`src/rtl/stream_buffer_fifo_pkg.sv`:
```
// ============================================================================
// Module   : stream_pkg
// Brief    : Shared constants and helpers for the stream buffer FIFO.
// Revision : 1.0
// ============================================================================
`default_nettype none

package stream_pkg;

    localparam int MODE_CUT_THROUGH = 0;
    localparam int MODE_STORE_FWD   = 1;

    function automatic int keep_width(input int data_width);
        return data_width / 8;
    endfunction

endpackage

`default_nettype wire

```
`src/rtl/stream_buffer_fifo_ram.sv`:
```
// ============================================================================
// Module   : stream_fifo_ram
// Brief    : Ring storage with one write port and an asynchronous head read.
// Revision : 1.0
// ============================================================================
`default_nettype none

module stream_fifo_ram
    import stream_pkg::*;
#(
    parameter int WIDTH = 8,
    parameter int DEPTH = 16
) (
    input  logic                     clk,
    input  logic                     i_wr_en,
    input  logic [$clog2(DEPTH)-1:0] i_wr_addr,
    input  logic [WIDTH-1:0]         i_wr_data,
    input  logic [$clog2(DEPTH)-1:0] i_rd_addr,
    output logic [WIDTH-1:0]         o_rd_data
);

    logic [WIDTH-1:0] r_mem [DEPTH];

    always_ff @(posedge clk) begin
        if (i_wr_en) begin
            r_mem[i_wr_addr] <= i_wr_data;
        end
    end

    // First-word-fall-through: the head entry is always visible.
    assign o_rd_data = r_mem[i_rd_addr];

endmodule

`default_nettype wire

```
`src/rtl/stream_buffer_fifo.sv`:
```
// ============================================================================
// Module   : stream_buffer_fifo
// Brief    : AXI-stream ring-buffer FIFO, cut-through or store-and-forward,
//            with packet counters and occupancy level.
// Revision : 1.0
// ============================================================================
`default_nettype none

module stream_buffer_fifo
    import stream_pkg::*;
#(
    parameter int DATA_WIDTH = 64,
    parameter int KEEP_WIDTH = keep_width(DATA_WIDTH),
    parameter int DEPTH      = 16,
    parameter int MODE       = MODE_CUT_THROUGH,
    parameter int CNT_WIDTH  = 32
) (
    input  logic                     clk,
    input  logic                     rst,
    input  logic [DATA_WIDTH-1:0]    stream_in_DATA,
    input  logic [KEEP_WIDTH-1:0]    stream_in_KEEP,
    input  logic                     stream_in_LAST,
    input  logic                     stream_in_VALID,
    output logic                     stream_in_READY,
    output logic [DATA_WIDTH-1:0]    stream_out_DATA,
    output logic [KEEP_WIDTH-1:0]    stream_out_KEEP,
    output logic                     stream_out_LAST,
    output logic                     stream_out_VALID,
    input  logic                     stream_out_READY,
    output logic [$clog2(DEPTH):0]   level,
    output logic [CNT_WIDTH-1:0]     pkt_count_in,
    output logic [CNT_WIDTH-1:0]     pkt_count_out
);

    localparam int              c_AW   = $clog2(DEPTH);
    localparam int              c_LW   = c_AW + 1;
    localparam logic [c_LW-1:0] c_FULL = c_LW'(DEPTH);

    typedef struct packed {
        logic [DATA_WIDTH-1:0] data;
        logic [KEEP_WIDTH-1:0] keep;
        logic                  last;
    } beat_t;

    beat_t                w_wr_beat;
    beat_t                w_rd_beat;
    logic [c_AW-1:0]      r_wr_ptr;
    logic [c_AW-1:0]      r_rd_ptr;
    logic [c_LW-1:0]      r_level;
    logic [c_LW-1:0]      r_pkts_held;
    logic                 r_forced;
    logic                 r_rst_q;
    logic [CNT_WIDTH-1:0] r_pkt_count_in;
    logic [CNT_WIDTH-1:0] r_pkt_count_out;
    logic                 w_push;
    logic                 w_pop;
    logic                 w_push_last;
    logic                 w_pop_last;
    logic                 w_release;

    assign w_wr_beat = '{data: stream_in_DATA, keep: stream_in_KEEP, last: stream_in_LAST};

    stream_fifo_ram #(
        .WIDTH ($bits(beat_t)),
        .DEPTH (DEPTH)
    ) u_ram (
        .clk       (clk),
        .i_wr_en   (w_push),
        .i_wr_addr (r_wr_ptr),
        .i_wr_data (w_wr_beat),
        .i_rd_addr (r_rd_ptr),
        .o_rd_data (w_rd_beat)
    );

    // Ready is held low while full even if a pop happens this cycle.
    assign stream_in_READY = !r_rst_q && (r_level != c_FULL);

    // Store-and-forward holds the head until a whole packet (or a forced
    // oversize packet) is available.
    assign w_release = (MODE == MODE_STORE_FWD) ? ((r_pkts_held != '0) || r_forced) : 1'b1;

    assign stream_out_VALID = (r_level != '0) && w_release;
    assign stream_out_DATA  = w_rd_beat.data;
    assign stream_out_KEEP  = w_rd_beat.keep;
    assign stream_out_LAST  = w_rd_beat.last;

    assign w_push      = stream_in_VALID && stream_in_READY;
    assign w_pop       = stream_out_VALID && stream_out_READY;
    assign w_push_last = w_push && stream_in_LAST;
    assign w_pop_last  = w_pop && w_rd_beat.last;

    always_ff @(posedge clk) begin
        if (rst) begin
            r_rst_q         <= 1'b1;
            r_wr_ptr        <= '0;
            r_rd_ptr        <= '0;
            r_level         <= '0;
            r_pkts_held     <= '0;
            r_forced        <= 1'b0;
            r_pkt_count_in  <= '0;
            r_pkt_count_out <= '0;
        end else begin
            r_rst_q <= 1'b0;
            if (w_push) begin
                r_wr_ptr <= r_wr_ptr + c_AW'(1);
            end
            if (w_pop) begin
                r_rd_ptr <= r_rd_ptr + c_AW'(1);
            end
            r_level     <= r_level + c_LW'(w_push) - c_LW'(w_pop);
            r_pkts_held <= r_pkts_held + c_LW'(w_push_last) - c_LW'(w_pop_last);
            // A full FIFO with no packet end inside would deadlock; stream it.
            if (w_pop_last) begin
                r_forced <= 1'b0;
            end else if ((MODE == MODE_STORE_FWD) && (r_level == c_FULL) && (r_pkts_held == '0)) begin
                r_forced <= 1'b1;
            end
            if (w_push_last) begin
                r_pkt_count_in <= r_pkt_count_in + CNT_WIDTH'(1);
            end
            if (w_pop_last) begin
                r_pkt_count_out <= r_pkt_count_out + CNT_WIDTH'(1);
            end
        end
    end

    assign level         = r_level;
    assign pkt_count_in  = r_pkt_count_in;
    assign pkt_count_out = r_pkt_count_out;

endmodule

`default_nettype wire

```
`config.mk`:
```
export PLATFORM = sky130hd
export DESIGN_NAME = stream_buffer_fifo
export DESIGN_NICKNAME = d
export VERILOG_FILES = /design/src/rtl/stream_buffer_fifo_pkg.sv /design/src/rtl/stream_buffer_fifo_ram.sv /design/src/rtl/stream_buffer_fifo.sv
export SDC_FILE = /design/constraint.sdc
export NUM_CORES = 1
export LEC_CHECK = 0
export ABC_AREA = 1
export CELL_PAD_IN_SITES_DETAIL_PLACEMENT = 2
export CELL_PAD_IN_SITES_GLOBAL_PLACEMENT = 2
export CORE_MARGIN = 2
export CORE_UTILIZATION = 38
export CTS_CLUSTER_SIZE = 10
export DETAILED_ROUTE_END_ITERATION = 16
export PLACE_DENSITY_LB_ADDON = 0.3
export SLEW_MARGIN = 5
export SYNTH_ARGS = -nofsm -noshare
export SYNTH_HDL_FRONTEND = slang
export SYNTH_SLANG_ARGS = --single-unit
export TNS_END_PERCENT = 1
```
`constraint.sdc`:
```
create_clock -name clk -period 4.55 [get_ports clk]
set_clock_uncertainty 0.1 [all_clocks]
set_input_delay 0.455 -clock clk [delete_from_list [all_inputs] [get_ports clk]]
set_output_delay 0.455 -clock clk [all_outputs]
set_load 0.1 [all_outputs]
```
======== Word-level counts from Yosys, hierarchy flattened ========
Memories as Yosys holds them, arrays and structs flattened. A register that Yosys moved wholly into a read port is not among the register bits.
Index checks and enable logic that the tools add are counted.
word-level totals
  RAM bits ................................ 1168
  input port bits ......................... 77
  logic and storage cells ................. 26
  bits in latches ......................... 0
  memories kept ........................... 1
  memory bits (read-only) ................. 0
  flip-flop bits (word level) ............. 78
  output and inout bits ................... 144
cells by class
  add/subtract/negate cells ............... 6
  bitwise logic cells ..................... 0
  eq/ne operators ......................... 1
  multiplexer cells ....................... 5
  multipliers ............................. 0
  div/mod/pow operators ................... 0
  $lt $le $gt $ge ......................... 0
  reductions and logical operators ........ 7
  shift operators ......................... 0
memories
  memory       depth  bits a word  read ports  clocked after memory_dff  wr ports  line                          RTL
  u_ram.r_mem  16     73           1           1                         1         stream_buffer_fifo_ram.sv:22  logic [WIDTH-1:0] r_mem [DEPTH];
operators with widths
  cell                                            count
  adder 32 x 1 -> 32 bit (second input constant)  2
  adder 4 x 1 -> 4 bit (second input constant)    2
  2-to-1 mux 4 bit                                2
  adder 5 x 1 -> 5 bit                            1
  logical AND 1 bit                               5
  inequality test 5 bit (second input constant)   1
  nonzero test 5 bit                              1
  subtractor 5 x 1 -> 5 bit                       1
  2-to-1 mux 1 bit                                3
  zero test 1 bit                                 1

======== Longest topological paths before layout ========
Gate-level depths: netlist of the first run.
  depth in word-level cells ............... 5
  depth in mapped cells ................... 13
  depth with buffers taken out ............ 13

======== Modules after synthesis ========
Synthesis of the first run repeated with hierarchy kept, for this count alone.
second synthesis, totals
  cell total of the unflattened synthesis .. 5387
  area, all modules ....................... 54509.8 sq um
modules (own cells, without submodules)
  module              sequential area each (sq um)  times used  cells an instance  area each (sq um)
  stream_fifo_ram     35073.6                       1           4725               50186.9
  stream_buffer_fifo  1561.5                        1           662                4322.9

======== Worst setup path before layout of the first run ========
OpenSTA, ideal clock, no wires.
  kind .................................... flip-flop to flip-flop
  start ................................... reg r_level[2] (netlist: level[2])
  end ..................................... mem u_ram.r_mem[11][0] (netlist name) (enable)
  path buffers ............................ 0
  slack ................................... -1.008 ns
  cell stages (with the launch flop) ...... 8
  data required time ...................... 3.945 ns
  period minus slack after synthesis ...... 5.558 ns
  setup time .............................. 0.505 ns
  data arrival time ....................... 4.953 ns
  path through ............................ dfxtp_1 > inv_1 > ha_1 > nand3_1 > nand3_2 > inv_1 > nand2_1 > nor2_1
between the ends
  word-level cells in the longest chain between the ends .. 5
RTL lines
  what                                    line                          RTL
  start, declared                         stream_buffer_fifo.sv:49      logic [c_LW-1:0] r_level;
  start signal, assigned                  stream_buffer_fifo.sv:110     r_level <= r_level + c_LW'(w_push) - c_LW'(w_pop);
  inequality test 5 bit                   stream_buffer_fifo.sv:76      assign stream_in_READY = !r_rst_q && (r_level != c_FULL);
  logical AND 1 bit                       stream_buffer_fifo.sv:76
  logical AND 1 bit                       stream_buffer_fifo.sv:87      assign w_push = stream_in_VALID && stream_in_READY;
  2-to-1 mux 1 bit                        stream_buffer_fifo_ram.sv:25  if (i_wr_en) begin
  2-to-1 mux 1 bit (implied by the code)  stream_buffer_fifo_ram.sv:26  r_mem[i_wr_addr] <= i_wr_data;
  end, declared                           stream_buffer_fifo_ram.sv:22
Every way passes these cells.

==> results by stage, run 1 <==
Logic synthesis:
- The number of nets handed over by synthesis was 3919.
- After synthesis the cells add up to 49400 µm².
- The unique cell type count in the Yosys netlist is 41.
- The warning count from the yosys run is 0.
- After technology mapping, the gate count stands at ~3800.
- A synthesized cell averages 12.9 µm².
- In this run, synthesis produced a sequential element count of around 1300.
- Sequential elements use about three quarters of the synthesized area.

Route:
- The total number of vias is between 30000 and 40000.
- The detailed-route wire length is 165000 µm.
- The total iterations of the first detailed-routing run is 5.
- In the routed layout, each cell is associated on average with a via count of 5.75.
- The initial DRC count is 2681.
- The routed wire length per instance is 28.4 µm.
- The remaining number of nets flagged by the antenna check after routing is 0.
- The remaining routing DRC violations is 0.

Worst setup path:
- The standard cell with the maximum stage delay on the critical path is sky130_fd_sc_hd__dfxtp_4.
- The critical path data required time is 3990 ps.
- By startpoint and endpoint, the worst setup path is classified as reg -> out.
- The nature of the critical path endpoint is an output pin.
- The worst endpoint data arrival time is ~3500 ps.
- The largest stage delay on the critical path is around 980 ps.
- Of all nets on the critical path, the largest fanout is 62.
- For the worst flop-to-flop path, the logic depth is 8.
- The startpoint type of the worst setup path is a register.
- Traced cell by cell, the critical path runs through buf_4 > nand3_2 > nand2_4 > buf_12.

Clock tree:
- The H-tree was split into 4 levels.
- The number of buffers inserted by hold repair at cts is 0.
- The clock-pin slew on the worst setup and hold paths is 50 ps.
- The count of clock tree sinks is 1250.
- The TritonCTS clock tree is done.
- The CTS root buffer is sky130_fd_sc_hd__clkbuf_16.
- In this run, post-CTS repair resized a total of 0 instances.
- The number of buffers added for setup after CTS is 0.
- The clock reaches the later pin of the worst-skew pair after 780 ps.
- The number of buffers between clock root and the deepest sink is 3.
- The total CTS buffers is 148.

Finish:
- The post-route cell area is 58300 µm².
- Compared with the post-synthesis result, the final layout area differs by 17.9%.
- The number of nets in the layout is 4100.
- In the final layout, the share of cells above drive strength 1 is between 8 and 9%.
- The number of standard cells in the final layout excluding fillers is 5809.

Pwr:
- The power share of the clock group is 32.7%.
- The share of total power dissipated in combinational logic is 27.7%.
- The leakage power figure is 0.0186 µW.
- The sequential share of power is about two fifths.
- Across the VDD grid, the largest voltage drop is between 500 and 600 µV.
- Of the total power, the share spent switching nets is 35.3%.
- For this design the ratio of total power to cell area is 558 nW/µm².
- The analysis attributes to net switching a power of about 11000 µW.
- The internal portion of the total power is 21000 µW.

Floorplanning:
- The core area is ~130000 µm².
- The floorplan has 132 rows.
- The number of top-level pins is 221.
- The initial standard-cell utilization of the core is 38.2%.
- The die covers 133000 µm².
- The die is 365 µm wide.
- From bottom edge to top edge, the die measures 365 µm.

Global route:
- The number of antenna violations at the first check in global routing came to 16.
- The first global-routing pass estimated 244000 µm of wire.
- The via count of the first global-routing pass is about 37000.
- The maximum number of pins on one net before global-route repair is 219.
- After global routing the overflow that remains totals 0.
- The global-route usage over all layers is 24.8%.

Hold path:
- The count of cells along the worst hold path is 2.
- The worst hold path belongs to the class in -> reg.

Placed design:
- The total placed instance area is 54100 µm².
- Before CTS, the worst setup slack after placement is 1150 ps.
- The global placer's final weighted congestion is 0.728.
- The post-detailed-placement half-perimeter wirelength is 88800 µm.
- The total instance count after detailed placement is between 5000 and 6000.
- The count of input and output buffers is between 200 and 250.

STA:
- The hold violation count in the final report was 0.
- For the pin with the worst max-slew slack, the measured transition is 1180 ps.
- The number of max-slew violations in the final report is 0.
- The worst setup margin is ~450 ps.
- The final count of negative-setup-slack endpoints is 0.
- The ratio of final minimum period to clock period is 90.0%.
- Across all hold checks on the routed design, the worst slack comes to 293 ps.
- For this run, the top clock speed supported by timing is 244 MHz.
- The post-layout minimum cycle time is 4100 ps.
- Setup repair after global routing left no endpoint under its margin.
- For the final routed database, the setup TNS stands at 0 ps.
- The worst-case headroom to the max-slew limit is 21.4%.

Run:
- The max-cap check violation count is 0.

Status:
- The run finished with clean final reports.
[placed cells by master, fill, tap and decap left out, types with 27 or more instances in the layout]
| cell type | instances |
|---|---|
| sky130_fd_sc_hd__buf_4 | 65 |
| sky130_fd_sc_hd__dfxtp_1 | 78 |
| sky130_fd_sc_hd__o211ai_1 | 57 |
| sky130_fd_sc_hd__clkdlybuf4s50_1 | 147 |
| sky130_fd_sc_hd__o221ai_1 | 231 |
| sky130_fd_sc_hd__o22ai_1 | 57 |
| sky130_fd_sc_hd__inv_1 | 88 |
| sky130_fd_sc_hd__clkbuf_1 | 27 |
| sky130_fd_sc_hd__nand2_1 | 265 |
| sky130_fd_sc_hd__nand3_1 | 157 |
| sky130_fd_sc_hd__a21oi_1 | 61 |
| sky130_fd_sc_hd__clkbuf_16 | 151 |
| sky130_fd_sc_hd__o21ai_0 | 587 |
| sky130_fd_sc_hd__edfxtp_1 | 1168 |
| sky130_fd_sc_hd__buf_12 | 77 |
| sky130_fd_sc_hd__nor2_1 | 715 |
[path summary, 6_finish.rpt]
kind | end | slack [ps] | from
min | r_rst_q | 290 | rst
max reg2reg | u_ram.r_mem[3][21] | 1330 | level[3]
max | stream_out_LAST | 450 | register
min reg2reg | register | 390 | r_rd_ptr[2]
[power by group through the flow]
stage                     Combinational (µW)  Clock [µW]  Sequential, µW
after global routing                    9570       11200           12900
after detailed placement                8980           0           13100
final                                   9000       10600           12900
after floorplan                         5710           0           13200
after global placement                  8690           0           13100
after CTS                               9080       10900           12900
[cells by family after synthesis]
family,after synthesis,synth area share [%]
AND/OR/NAND/NOR,1199,9.78
XOR/XNOR,6,0.106
adder cells (fa/ha/maj),14,0.370
buffers and inverters,352,3.05
flip-flops,1250,74.3
AO/OA/AOI/OAI,1007,12.4
[critical path: cells and delay by family, from the launching register on]
kind,cells,cell delay [ps]
and+or+nand+nor,2,740
DFF,1,980
buffers and inverters,2,920
[final cells by class]
| type | instances | area, µm² |
|---|---|---|
| clock buffer | 180 | 3910 |
| timing repair buffer | 289 | 3500 |
| tap | 1742 | 2180 |
| antenna | 4 | 10.0 |
| multi-input combinational | 2226 | 11300 |
| clock inverter | 24 | 219 |
| inverter | 94 | 384 |
| fill | 12600 | 71100 |
| sequential | 1250 | 36700 |
[synth_stat cells, drive strengths merged]
| cell type | n | area (µm²) |
|---|---|---|
| o211ai | 57 | 428 |
| fa | 1 | 20.0 |
| nand2 | 268 | 1020 |
| o31ai | 1 | 7.51 |
| buf | 95 | 538 |
| and2 | 1 | 6.26 |
| nand3 | 159 | 806 |
| xnor2 | 1 | 8.76 |
| o21a | 1 | 7.51 |
| nand3b | 4 | 30.0 |
| ha | 13 | 163 |
| o21ai | 595 | 2980 |
| and3 | 5 | 31.3 |
| nand4 | 9 | 56.3 |
| clkinv | 2 | 7.51 |
| o22ai | 57 | 357 |
| o221ai | 231 | 2020 |
| edfxtp | 1168 | 35100 |
| a31oi | 1 | 6.26 |
| nor3 | 13 | 65.1 |
| nor4 | 1 | 6.26 |
| inv | 92 | 348 |
| o21bai | 3 | 22.5 |
| clkbuf | 163 | 612 |
| nor2 | 737 | 2800 |
| xor2 | 5 | 43.8 |
| dfxtp | 82 | 1640 |
| or2 | 2 | 12.5 |
| a21oi | 61 | 305 |
[metal layers]
| metal | global-route usage [%] | share of wire (%) |
|---|---|---|
| met1 | 30.8 | 41 |
| met5 | 0 | 0.078 |
| met2 | 43.0 | 51 |
| met4 | 8.69 | 2.9 |
| met3 | 4.86 | 5.2 |
[through the flow]
| step | util [%] | total power, µW |
|---|---|---|
| floorplan | - | 18900 |
| global placement | 41.8 | 21800 |
| detailed placement | 41.8 | 22100 |
| CTS | 45.0 | 32800 |
| global route | 45.0 | 33700 |
| finish | 45.0 | 32500 |
[registers in the layout, indices dropped and copies added (netlist names), named ones only]
register and count:
pkt_count_out 32, r_rst_q 1, r_rd_ptr 4, r_wr_ptr 4, level 5, pkt_count_in 32, u_ram.r_mem 1168
No activity file was read; power rests on OpenSTA's default activity.
==> run 2: changes to the inputs <==
ABC_AREA = unset   (was 1)
CORE_UTILIZATION = 43   (was 38)
==> results by stage, run 2 <==
Status:
- The flow ran to the end, and the final reports show no timing, DRC or antenna violations.

Logic synthesis:
- The number of enable-type register cells in the synthesized netlist was 1168 (unchanged).
- The share of the yosys chip area belonging to registers is 76.4% (+2.1 points).
- The post-synthesis async set-or-reset flop share is 0% (unchanged).
- The unique cell type count in the Yosys netlist was 52 (+27%).
- sky130_fd_sc_hd__edfxtp_1 is the most common cell in the netlist.
- After synthesis, the most frequently instantiated cells are sky130_fd_sc_hd__edfxtp_1 (1168), sky130_fd_sc_hd__mux4_2 (361), sky130_fd_sc_hd__dfxtp_1 (82).
- The net count after synthesis is 2224 (-43%).
- The warning count from the yosys run was 0 (unchanged).
- Summed over all instances, the cell type with the most area after synthesis is sky130_fd_sc_hd__edfxtp_1.
- The cell area after synthesis is 48000 µm² (-2.8%).
- The post-synthesis sequential element count came to 1250 (unchanged).
- By area the synthesized netlist is led by sky130_fd_sc_hd__edfxtp_1 (73%), sky130_fd_sc_hd__mux4_2 (17%), sky130_fd_sc_hd__dfxtp_1 (3.4%), sky130_fd_sc_hd__nor2_1 (0.62%), sky130_fd_sc_hd__mux2_1 (0.42%).
- The proportion of netlist area held by the largest area contributor is 73.0% (+2.0 points).
- The mean instance size in the synthesized netlist is 22.5 µm² (+74%).
- The post-synthesis instance total is 2133 (-44%).
- Among all flip-flop cells after synthesis, the most frequent one is sky130_fd_sc_hd__edfxtp_1.

Placed design:
- The global placer's final weighted congestion is 0.732 (+0.58%).
- The total instance count after detailed placement is 3783 (-32%).
- The post-detailed-placement half-perimeter wirelength came to 76700 µm (-14%).
- The count of input and output buffers is 220 (unchanged).
- The worst slack at placement was 942 ps (-210 ps).

Finish:
- The fraction of final layout cells with drive strength greater than 1 is 27.9% (+19 points).
- The area taken by multi-input logic gates is 10900 µm² (-4.1%).
- The number of nets in the layout was 2534 (-38%).
- The share of the core filled with cells is 51.1% (+6.1 points).
- The filler cell count in the final layout is 9387 (-25%).
- The leading cell type in the layout, fill and taps excluded is sky130_fd_sc_hd__edfxtp_1.
- In the layout the commonest cells are sky130_fd_sc_hd__edfxtp_1 (1168), sky130_fd_sc_hd__mux4_2 (361), sky130_fd_sc_hd__clkbuf_16 (150).
- The total area of sequential cells is 36700 µm² (about the same).
- The number of standard cells in the final layout excluding fillers was 3992 (-31%).
- Ranked by flip-flop count, first place goes to u_ram.r_mem.
- The flip-flop count of the largest register, all copies and words added is 1168 (unchanged).
- Compared with the post-synthesis result, the final layout area differs by 17.7%.

Worst setup path:
- The capture point of the worst path is stream_out_DATA[55].
- The nature of the critical path endpoint is an output pin.
- The setup path with the least slack is of type reg -> out.
- The worst endpoint data arrival time is 3550 ps (about the same).
- The capture instance of the worst register-to-register path is u_ram.r_mem[3][23].
- The worst reg-to-reg setup slack is 1120 ps (-210 ps).
- The worst-path maximum fanout came to 129 (+110%).
- The critical path data required time came to 3990 ps (about the same).
- The count of cells along the worst register-to-register path is 7 (-1).
- The startpoint identified for the worst register-to-register timing path is level[2].
- The worst setup path is launched from a register.

Global route:
- The total global routing overflow was 0 (unchanged).
- The number of antenna violations at the first check in global routing was 13 (-3).
- The global-route usage over all layers is 23.9% (-0.87 points).
- The maximum number of pins on one net before global-route repair is 130 (-41%).
- The via count of the first global-routing pass is 26300 (-30%).
- The global-route wire length before repair is 196000 µm (-20%).

Clock tree:
- The total CTS buffers was 146 (-1.4%).
- The clock network latency to the later pin of the worst-skew pair is 730 ps (-50 ps).
- The number of buffers inserted by hold repair at cts is 0 (unchanged).
- The clock-pin slew on the worst setup and hold paths came to 50 ps (about the same).
- The total number of H-tree levels was 4 (unchanged).
- The number of buffers between clock root and the deepest sink was 3 (unchanged).
- The count of cells resized by post-cts repair was 0 (unchanged).
- The count of clock tree sinks came to 1250 (unchanged).
- The cell sitting at the root of the clock tree is a sky130_fd_sc_hd__clkbuf_16.
- The number of buffers added for setup after CTS is 0 (unchanged).
- The TritonCTS clock tree is done.

STA:
- The transition time at the pin with the least slew margin was 1190 ps (+13.9 ps).
- The ratio of final minimum period to clock period is 90.3% (+0.26 points).
- The achievable clock frequency is 243 MHz (-0.29%).
- The post-layout minimum cycle time came to 4110 ps (+12.0 ps).
- The number of max-slew violations in the final report is 0 (unchanged).
- The worst setup margin is 443 ps (-12.0 ps).
- The worst hold-check slack is 356 ps (+63.1 ps).
- Setup repair after global routing left no endpoint under its margin.
- The hold violation count in the final report is 0 (unchanged).
- The worst-case headroom to the max-slew limit is 20.4% (-0.93 points).
- The final count of negative-setup-slack endpoints was 0 (unchanged).

Route:
- The routed wire length per instance is 34.0 µm (+20%).
- The initial DRC count is 1866 (-30%).
- The number of vias per cell after detailed routing is 5.89 (+2.4%).
- The total iterations of the first detailed-routing run is 5 (unchanged).
- The remaining routing DRC violations came to 0 (unchanged).
- The remaining number of nets flagged by the antenna check after routing is 0 (unchanged).
- The detailed-route wire length was 136000 µm (-18%).
- The total number of vias came to 23500 (-30%).

Hold path:
- In this run the worst hold path is classified as in -> reg.

Pwr:
- The leakage power figure is 0.0173 µW (-7.0%).
- The total power divided by cell area is 543 nW/µm² (-2.6%).
- The maximum VDD drop is 373 µV (-31%).
- The overall power of the completed layout was 30700 µW (-5.4%).

Floorplanning:
- The die outline height is 338 µm (-7.2%).
- The number of top-level pins was 221 (unchanged).
- The standard-cell row count is 122 (-7.6%).
- The initial standard-cell utilization of the core is 43.4% (+5.2 points).
- The x dimension of the die is 338 µm (-7.2%).
- The die area was 114000 µm² (-14%).
- The core area is 111000 µm² (-14%).

Run:
- The max-cap check violation count came to 0 (unchanged).
run 2: cell types whose count changed after synthesis, moves of 56 or more:
| cell | change |
|---|---|
| sky130_fd_sc_hd__nor2_1 | -652 |
| sky130_fd_sc_hd__inv_1 | -72 |
| sky130_fd_sc_hd__o21ai_0 | -576 |
| sky130_fd_sc_hd__nand3_1 | -132 |
| sky130_fd_sc_hd__o211ai_1 | -57 |
| sky130_fd_sc_hd__mux4_2 | +361 |
| sky130_fd_sc_hd__o221ai_1 | -231 |
| sky130_fd_sc_hd__o22ai_1 | -56 |
| sky130_fd_sc_hd__nand2_1 | -237 |
| sky130_fd_sc_hd__clkbuf_1 | -116 |
run 2: routing by layer:
layer | wire length (µm) | vias to the layer above | GRT usage [%]
li1 | - | 9577 | -
met1 | 53400 | 13000 | 30.2
met2 | 72700 | 755 | 42.1
met3 | 6330 | 207 | 4.09
met4 | 3440 | 12 | 7.58
met5 | 72 | - | 0
run 2: area by class of cell:
class | instances | area share (%)
sequential | 1250 | 64.9
multi-input combinational | 757 | 19.2
clock buffer | 188 | 6.92
timing repair buffer | 270 | 5.18
tap | 1488 | 3.29
clock inverter | 15 | 0.319
inverter | 18 | 0.119
antenna | 6 | 0.0265
run 2: worst min-delay path by stage:
stage	startpoint	end	cells after the start
floorplan	rst	r_rst_q	0
global placement	pkt_count_in[30]	pkt_count_in[30]	2
detailed placement	r_rd_ptr[3]	register	2
CTS	rst	r_rst_q	1
global route	rst	r_rst_q	1
finish	rst	r_wr_ptr[1]	2
run 2: kinds of logic after synthesis:
group | after synthesis | synth area share, %
buf+inv | 126 | 1.26
compound gates | 66 | 0.831
fa+ha+maj | 14 | 0.380
simple gates | 249 | 2.77
mux | 400 | 17.8
xor+xnor | 28 | 0.510
flops | 1250 | 76.4
run 2: stage by stage:
step	cell area (µm²)	setup TNS (ps)
6_report	56600	0
3_3_place_gp	52500	0
5_1_grt	56600	0
2_1_floorplan	48100	-126810
3_5_place_dp	52500	0
4_1_cts	56500	0
run 2: worst max-delay path, stage by stage (launching register included):
cell	delay, ps
sky130_fd_sc_hd__dfxtp_4	790
sky130_fd_sc_hd__buf_12	620
sky130_fd_sc_hd__mux4_2	430
sky130_fd_sc_hd__mux4_2	570
sky130_fd_sc_hd__buf_4	270
run 2: report_power, final:
group / leakage [µW] / internal (µW) / total [µW] / switching (µW)
combinational: 0.00410 / 2770 / 7380 / 4610
clock: 0.00199 / 6040 / 10500 / 4430
sequential: 0.0112 / 12700 / 12900 / 154
total: 0.0173 / 21500 / 30700 / 9200
==> run 3: changes to the inputs <==
CORE_UTILIZATION = 25   (was 43)
GPL_ROUTABILITY_DRIVEN = 1   (was unset)
TNS_END_PERCENT = 30   (was 1)
==> results by stage, run 3 (synthesis gave the netlist of run 2 again) <==
Status:
- The flow ran to the end, and the final reports show no timing, DRC or antenna violations.

Global route:
- The maximum number of pins on one net before global-route repair is 103 (-21%).
- The via count of the first global-routing pass is 26200 (-0.29%).
- The global-route wire length before repair is 194000 µm (-0.96%).
- The number of antenna violations at the first check in global routing is 21 (+8).
- The global-route usage over all layers was 13.8% (-10 points).
- The total global routing overflow came to 0 (unchanged).

Floorplanning:
- The number of top-level pins is 221 (unchanged).
- The standard-cell row count came to 160 (+31%).
- The initial standard-cell utilization of the core is 25.2% (-18 points).
- The die outline height was 442 µm (+31%).
- The die area was 196000 µm² (+71%).
- The core area came to 191000 µm² (+72%).
- The x dimension of the die is 442 µm (+31%).

Clock tree:
- The number of buffers added for setup after CTS is 0 (unchanged).
- The TritonCTS clock tree is done.
- The total CTS buffers was 151 (+3.4%).
- The clock-pin slew on the worst setup and hold paths is 60 ps (about the same).
- The number of buffers between clock root and the deepest sink was 3 (unchanged).
- The number of buffers inserted by hold repair at cts is 0 (unchanged).
- The clock network latency to the later pin of the worst-skew pair is 800 ps (+70 ps).
- The count of cells resized by post-cts repair was 0 (unchanged).
- The CTS root buffer is sky130_fd_sc_hd__clkbuf_16.
- The total number of H-tree levels is 4 (unchanged).
- The count of clock tree sinks came to 1250 (unchanged).

Placed design:
- The post-detailed-placement half-perimeter wirelength was 74600 µm (-2.6%).
- The count of input and output buffers came to 220 (unchanged).
- The total instance count after detailed placement is 4821 (+27%).
- The total placed instance area was 54000 µm² (+3.0%).
- The global placer's final weighted congestion is 0.704 (-3.8%).

Route:
- The total number of vias came to 22900 (-2.7%).
- The remaining number of nets flagged by the antenna check after routing is 0 (unchanged).
- The initial DRC count is 1566 (-16%).
- The number of vias per cell after detailed routing is 4.54 (-23%).
- The total iterations of the first detailed-routing run was 5 (unchanged).
- The routed wire length per instance came to 26.8 µm (-21%).
- The detailed-route wire length is 135000 µm (-0.49%).
- The remaining routing DRC violations is 0 (unchanged).

STA:
- The post-layout minimum cycle time is 4240 ps (+138 ps).
- The number of max-slew violations in the final report is 0 (unchanged).
- The transition time at the pin with the least slew margin is 1130 ps (-61.3 ps).
- The worst-case headroom to the max-slew limit came to 24.3% (+3.8 points).
- The hold violation count in the final report is 0 (unchanged).
- Setup repair after global routing left no endpoint under its margin.
- The setup total negative slack was 0 ps (unchanged).
- The ratio of final minimum period to clock period is 93.3% (+3.0 points).
- The achievable clock frequency is 236 MHz (-3.2%).
- The final count of negative-setup-slack endpoints was 0 (unchanged).

Finish:
- Leaving out fill and tap cells, the most frequent cell in the layout is sky130_fd_sc_hd__edfxtp_1.
- Compared with the post-synthesis result, the final layout area differs by 21.6%.
- The top register by number of flip-flops is u_ram.r_mem.
- The fraction of final layout cells with drive strength greater than 1 is 28.6% (+0.73 points).
- The total area of sequential cells came to 36700 µm² (unchanged).
- The number of nets in the layout is 2554 (+0.79%).
- The filler cell count in the final layout is 18900 (+100%).
- The number of standard cells in the final layout excluding fillers was 5044 (+26%).
- The post-route cell area is 58400 µm² (+3.2%).
- The area taken by multi-input logic gates is 10900 µm² (unchanged).
- The flip-flop count of the largest register, all copies and words added is 1168 (unchanged).
- In the layout the commonest cells are sky130_fd_sc_hd__edfxtp_1 (1168), sky130_fd_sc_hd__mux4_2 (361), sky130_fd_sc_hd__clkbuf_16 (152).

Pwr:
- The overall power of the completed layout is 31300 µW (+1.8%).
- The leakage power figure was 0.0175 µW (+1.4%).
- The total power divided by cell area was 536 nW/µm² (-1.4%).
- The maximum VDD drop is 297 µV (-20%).

Worst setup path:
- The worst-path maximum fanout is 102 (-21%).
- The nature of the critical path endpoint is an output pin.
- STA classifies the critical path startpoint as a register.
- The signal on the critical path passes through buf_12 > mux4_2 > mux4_2 > buf_4.
- The largest stage delay on the critical path was 880 ps (+90 ps).
- The standard cell with the maximum stage delay on the critical path is sky130_fd_sc_hd__dfxtp_4.
- In this design, the critical path's most frequently occurring cell is sky130_fd_sc_hd__mux4_2.
- The critical path in this run is classified as reg -> out.
- The worst endpoint data arrival time came to 3690 ps (+140 ps).
- The critical path data required time is 3990 ps (about the same).

Hold path:
- The path type of the worst min-delay path is in -> reg.
- The origin of the worst min-delay path is rst.

Run:
- The max-cap check violation count is 0 (unchanged).
## run 3: cell count changes in the layout (fill, tap and decap cells not counted), sizes merged
cell	delta
clkinv	+15
diode	+2
bufinv	+1
clkbuf	-4
clkdlybuf4s50	-1
buf	+16
## run 3: critical path, delay by kind of cell, from the launching register on
kind / cells / cell delay [ps]
buf+inv: 2 / 850
flops: 1 / 880
mux: 2 / 1000
## run 3: metal layers
layer / global-route usage [%] / up-vias / part of all wire, %
li1: - / 9622 / -
met1: 16.9 / 12600 / 42
met5: 0 / - / 0.042
met4: 4.35 / 10 / 2.6
met3: 2.96 / 205 / 4.0
met2: 24.2 / 446 / 52
## run 3: power by group
part           internal, µW  switching, µW
clock                  6230           4700
combinational          2830           4610
sequential            12700            190
## run 3: worst paths after layout
| kind | slack (ps) | endpoint | cells after the start |
|---|---|---|---|
| setup reg to reg | 1250 | pkt_count_out[28] | 5 |
| hold reg to reg | 420 | pkt_count_in[26] | 2 |
| setup / recovery | 310 | stream_out_KEEP[6] | 4 |
| hold / removal | 160 | level[0] | 2 |
## run 3: stage by stage
stage	setup WS, ps	hold slack (ps)	util [%]
global placement	1070	393	28.3
detailed placement	1010	414	28.3
CTS	167	92.1	30.6
global route	123	174	30.6
finish	305	157	30.6
floorplan	13.2	383	-
## run 3: area by class of cell
cell class / instances / share of cell area, %
inverter: 18 / 0.116
antenna: 8 / 0.0343
tap: 2511 / 5.38
multi-input combinational: 757 / 18.6
timing repair buffer: 285 / 5.49
clock inverter: 31 / 0.756
clock buffer: 184 / 6.74
sequential: 1250 / 62.9
